==> src/rtl/tl_sensor_cond.sv <==
// tl_sensor_cond: sync, debounce and left-turn request latching for the four vehicle detectors
// Optional stuck-detector fail-safe enabled by defining TL_STUCK_DET_EN.
module tl_sensor_cond #(
    parameter int DEB_CYCLES   = 4,
    parameter int CNT_W        = 3,
    parameter int STUCK_CYCLES = 64,
    parameter int STUCK_W      = 7
) (
    input  logic       clk,
    input  logic       reset_n,
    input  logic       raw_a,
    input  logic       raw_al,
    input  logic       raw_b,
    input  logic       raw_bl,
    input  logic [1:0] La,
    input  logic [1:0] Lb,
    output logic       Ta,
    output logic       Tal,
    output logic       Tb,
    output logic       Tbl,
    output logic [3:0] fault
);
    localparam logic [1:0] LEFT = 2'b11;
    localparam logic [1:0] RED  = 2'b10;

    // channel order: 0=a, 1=al, 2=b, 3=bl
    logic [3:0]       raw, s1, s2, lvl, lvl_nxt;
    logic [CNT_W-1:0] cnt [4];
    logic [CNT_W-1:0] cnt_nxt [4];
    logic [1:0]       req, la_prev, lb_prev;
    logic             set_a, clr_a, set_b, clr_b;

    assign raw = {raw_bl, raw_b, raw_al, raw_a};

    // two-flop synchroniser per detector
    always_ff @(posedge clk or negedge reset_n) begin
        if (!reset_n) begin
            s1 <= '0;
            s2 <= '0;
        end else begin
            s1 <= raw;
            s2 <= s1;
        end
    end

    // debounce: count edges where synced differs from accepted level, flip on the DEB_CYCLES-th
    always_comb begin
        lvl_nxt = lvl;
        for (int i = 0; i < 4; i++) begin
            cnt_nxt[i] = '0;
            if (s2[i] != lvl[i]) begin
                if (cnt[i] == CNT_W'(DEB_CYCLES - 1))
                    lvl_nxt[i] = ~lvl[i];
                else
                    cnt_nxt[i] = cnt[i] + 1'b1;
            end
        end
    end

    // debounce state registers
    always_ff @(posedge clk or negedge reset_n) begin
        if (!reset_n) begin
            lvl <= '0;
            for (int i = 0; i < 4; i++) cnt[i] <= '0;
        end else begin
            lvl <= lvl_nxt;
            for (int i = 0; i < 4; i++) cnt[i] <= cnt_nxt[i];
        end
    end

    // left request set/clear terms; the set uses the level being accepted this edge
    always_comb begin
        set_a = lvl_nxt[1] && (La != LEFT);
        clr_a = (la_prev == LEFT) && (La != LEFT);
        set_b = lvl_nxt[3] && (Lb != LEFT);
        clr_b = (lb_prev == LEFT) && (Lb != LEFT);
    end

    // left request latches; end of a left phase wins over a new set
    always_ff @(posedge clk or negedge reset_n) begin
        if (!reset_n) begin
            req     <= '0;
            la_prev <= RED;
            lb_prev <= RED;
        end else begin
            req[0]  <= clr_a ? 1'b0 : (set_a ? 1'b1 : req[0]);
            req[1]  <= clr_b ? 1'b0 : (set_b ? 1'b1 : req[1]);
            la_prev <= La;
            lb_prev <= Lb;
        end
    end

`ifdef TL_STUCK_DET_EN
    logic [STUCK_W-1:0] scnt [4];
    logic [3:0]         flt;

    // run-length of continuous presence per channel; fault is sticky once the limit is hit
    always_ff @(posedge clk or negedge reset_n) begin
        if (!reset_n) begin
            flt <= '0;
            for (int i = 0; i < 4; i++) scnt[i] <= '0;
        end else begin
            for (int i = 0; i < 4; i++) begin
                scnt[i] <= !lvl[i] ? '0 :
                           (scnt[i] == STUCK_W'(STUCK_CYCLES) ? scnt[i] : scnt[i] + 1'b1);
                flt[i]  <= flt[i] | (lvl[i] && scnt[i] == STUCK_W'(STUCK_CYCLES - 1));
            end
        end
    end

    assign fault = flt;
`else
    assign fault = 4'b0000;
`endif

    // a faulted channel keeps its output asserted so the approach keeps being served
    assign Ta  = lvl[0] | fault[0];
    assign Tal = req[0] | fault[1];
    assign Tb  = lvl[2] | fault[2];
    assign Tbl = req[1] | fault[3];
endmodule
==> config.mk <==
export PLATFORM = sky130hd
export DESIGN_NAME = tl_sensor_cond
export DESIGN_NICKNAME = d
export VERILOG_FILES = /design/src/rtl/tl_sensor_cond.sv
export SDC_FILE = /design/constraint.sdc
export NUM_CORES = 1
export LEC_CHECK = 0
export CAP_MARGIN = 0
export CORE_MARGIN = 2
export CORE_UTILIZATION = 50
export DETAILED_ROUTE_END_ITERATION = 6
export PLACE_DENSITY = 0.75
export SLEW_MARGIN = 20
export SYNTH_ARGS = -nofsm -noshare
export SYNTH_HDL_FRONTEND = slang
export SYNTH_SLANG_ARGS = --single-unit
export TNS_END_PERCENT = 10
==> constraint.sdc <==
create_clock -name clk -period 1.7 [get_ports clk]
set_input_delay 0.425 -clock clk [delete_from_list [all_inputs] [get_ports clk]]
set_output_delay 0.425 -clock clk [all_outputs]
set_load 0.01 [all_outputs]
==> run metrics <==
endpoints failing setup 0; clock network power share 0.257; core area 0.00202 mm2; crit path kind reg2reg; Die W 50.9 um; routed length per placed instance 11.2 um; GR Overflow Total 0; DRC 0; sequential power share 0.493; vias per inst 4.92; critical-path maximum fanout 3; initial antenna violation count 0; Post-synth EDFFs 0; RePlAce Congestion 0.652; vias in the first global route 584; most common library cells after synthesis dfrtp_1 (28), nor3b_1 (8), buf_4 (4), ha_1 (4), xnor2_1 (4); count leader, synth dfrtp_1; WL met3 134 um; Yosys top cell by area dfrtp_1; Starting DRT DRC Count 0; fin crit share 0.802; sw power 510 uW; Cell Int Power 1450 uW; Worst setup SP type flop; P_leak 0.000655 uW; Switching Share 0.259; top layer in use met4; Logic pwr share 0.251; die height 50.9 um; Initial Util 0.544; gr usage total 0.138; share of cells above drive strength 1 0.217; Yosys cell types 18; io pins 18; VDD IR max 1.16 mV; Ys Warns 0; DR vias 585; number of port buffers 13; ys flop type dfrtp_1; Post-DP Area 0.00125 mm2; clock buffer depth 2; Yosys top cell area share 0.637; # Post-CTS Setup Buffers 0; Synth Instances 71; met2 wire length 635 um; Max Slew Vio Count 0; HPWL Detailed 971 um; Filler cells 154; TNS Setup 0 ns; Worst Hold Class reg2reg; skew final 0.00430 ns; setup ws final 0.336 ns; htree depth 2; Max-cap violations 0; mean post-synth cell area 15.5 um2; Reg clk slew, reported paths 0.09 ns; CP arrival 1.57 ns; Util after Layout 0.663; first-pass GRT wire length 2480 um; Metal-1 WL 531 um; DRT Wirelength 1330 um; largest net degree at the start of global routing 31; final hold viol count 0; #FFs+latches synth 30; final design area excluding fillers 0.00134 mm2; nets 105; Antenna Violating Nets Remaining 0; total clock sinks 30; Num CTS Buffers 5; later-pin clock latency in the skew report 0.31 ns; fraction of registers with async set/reset 1.00; top cells by area, synth dfrtp_1 (64%), nor3b_1 (5.5%), dfstp_2 (4.8%); Worst Path Required 1.90 ns; Netlist Area Pre-Place 0.00110 mm2; status completed; Seq/Total Area, Yosys 0.685; ant diodes 0; crit path time final 1.36 ns; Critical Path End Type flop; site row count 16; CTS tree done; worst slack, placed 0.197 ns; Die ar. 0.00259 mm2; P&R area growth vs syn 22.0%; fmax 733 MHz; RSZ-0062 raised after global routing false; Cell Pwr Density 1460 mW/mm2; Root Driver clkbuf_4; Pre-Repair DR Iteration Count 1
==> what timing repair did <==
| item | 4_1_cts | 5_1_grt |
|---|---|---|
| endpoints found under the setup margin | 0 | 4 |
| endpoints found under the hold margin | 0 | 0 |
| hold buffers | 0 | 0 |
| resized for setup | 0 | 4 |
==> sequential cells by signal, indices dropped and copies added, names as in the netlist <==
| register | cells |
|---|---|
| cnt | 12 |
| la_prev | 2 |
| s1 | 4 |
| req | 2 |
| lvl | 4 |
| lb_prev | 2 |
| s2 | 4 |
==> cell families (layout without fill, tap and decap cells) <==
group,Yosys count,after routing,synth area share
DFF,30,30,0.685
and+or+nand+nor,22,22,0.141
adders and majority gates,4,4,0.0455
xor gates and xnor gates,4,4,0.0319
muxes,4,4,0.0478
buffers and inverters,4,22,0.0273
AOI/OAI and AO/OA,2,2,0.0182
other,1,4,0.00341
==> final timing paths <==
path                       startpoint  depth (start not counted)  slack, ns          to
min reg2reg                     s1[2]                          0       0.35       s2[2]
max in group asynchronous     reset_n                          2       0.91  la_prev[1]
min in group asynchronous     reset_n                          2       0.48      cnt[5]
max                            cnt[0]                          4       0.34      req[1]
min                             s1[2]                          0       0.35       s2[2]
max reg2reg                    cnt[0]                          4       0.34      req[1]
==> stage by stage <==
stage	cells	power, uW	hold WS (ns)
after floorplan	74	1300	0.129
after global placement	111	1470	0.333
after detailed placement	111	1500	0.335
after CTS	119	2020	0.350
after global routing	119	2100	0.366
final	119	1960	0.348
==> worst max-delay path, cell delays in order (launching register included) <==
cell and delay (ns):
dfrtp_1 0.39, ha_1 0.21, nor2b_4 0.14, mux2_4 0.30, o211a_1 0.21
==> cell type report <==
cell class	instances	area (um2)	share of cell area
Tap cell	27	33.8	0.0252
Clock buffer	8	78.8	0.0588
Multi-Input combinational cell	40	328	0.244
Sequential cell	30	753	0.562
Timing Repair Buffer	14	148	0.110
==> power by group through the flow <==
stage	logic (uW)	clock network, uW	registers, uW
2_1_floorplan	311	0	992
3_3_place_gp	488	0	979
3_5_place_dp	516	0	986
4_1_cts	518	524	974
5_1_grt	553	558	991
6_report	493	504	968
==> placed cells by master (no fill, tap or decap) <==
master / n
dfrtp_1: 28
clkdlybuf4s50_1: 9
nor3b_1: 8
clkbuf_4: 5
xnor2_1: 4
ha_1: 4
conb_1: 4
dlymetal6s2s_1: 4
nor3_1: 3
clkbuf_8: 3
nor2b_1: 2
mux2_4: 2
mux2_2: 2
nand2_1: 2
or2_2: 2
nand3_1: 2
o211a_1: 2
dfstp_2: 2
nand2b_4: 1
and3b_2: 1
nor2b_4: 1
buf_4: 1
==> metal layers <==
layer | up-vias | GRT usage
met4 | 0 | 0.0676
met3 | 6 | 0.0819
met1 | 281 | 0.153
met2 | 24 | 0.210
met5 | - | 0
li1 | 274 | -
(Power assumes the default switching activity.)
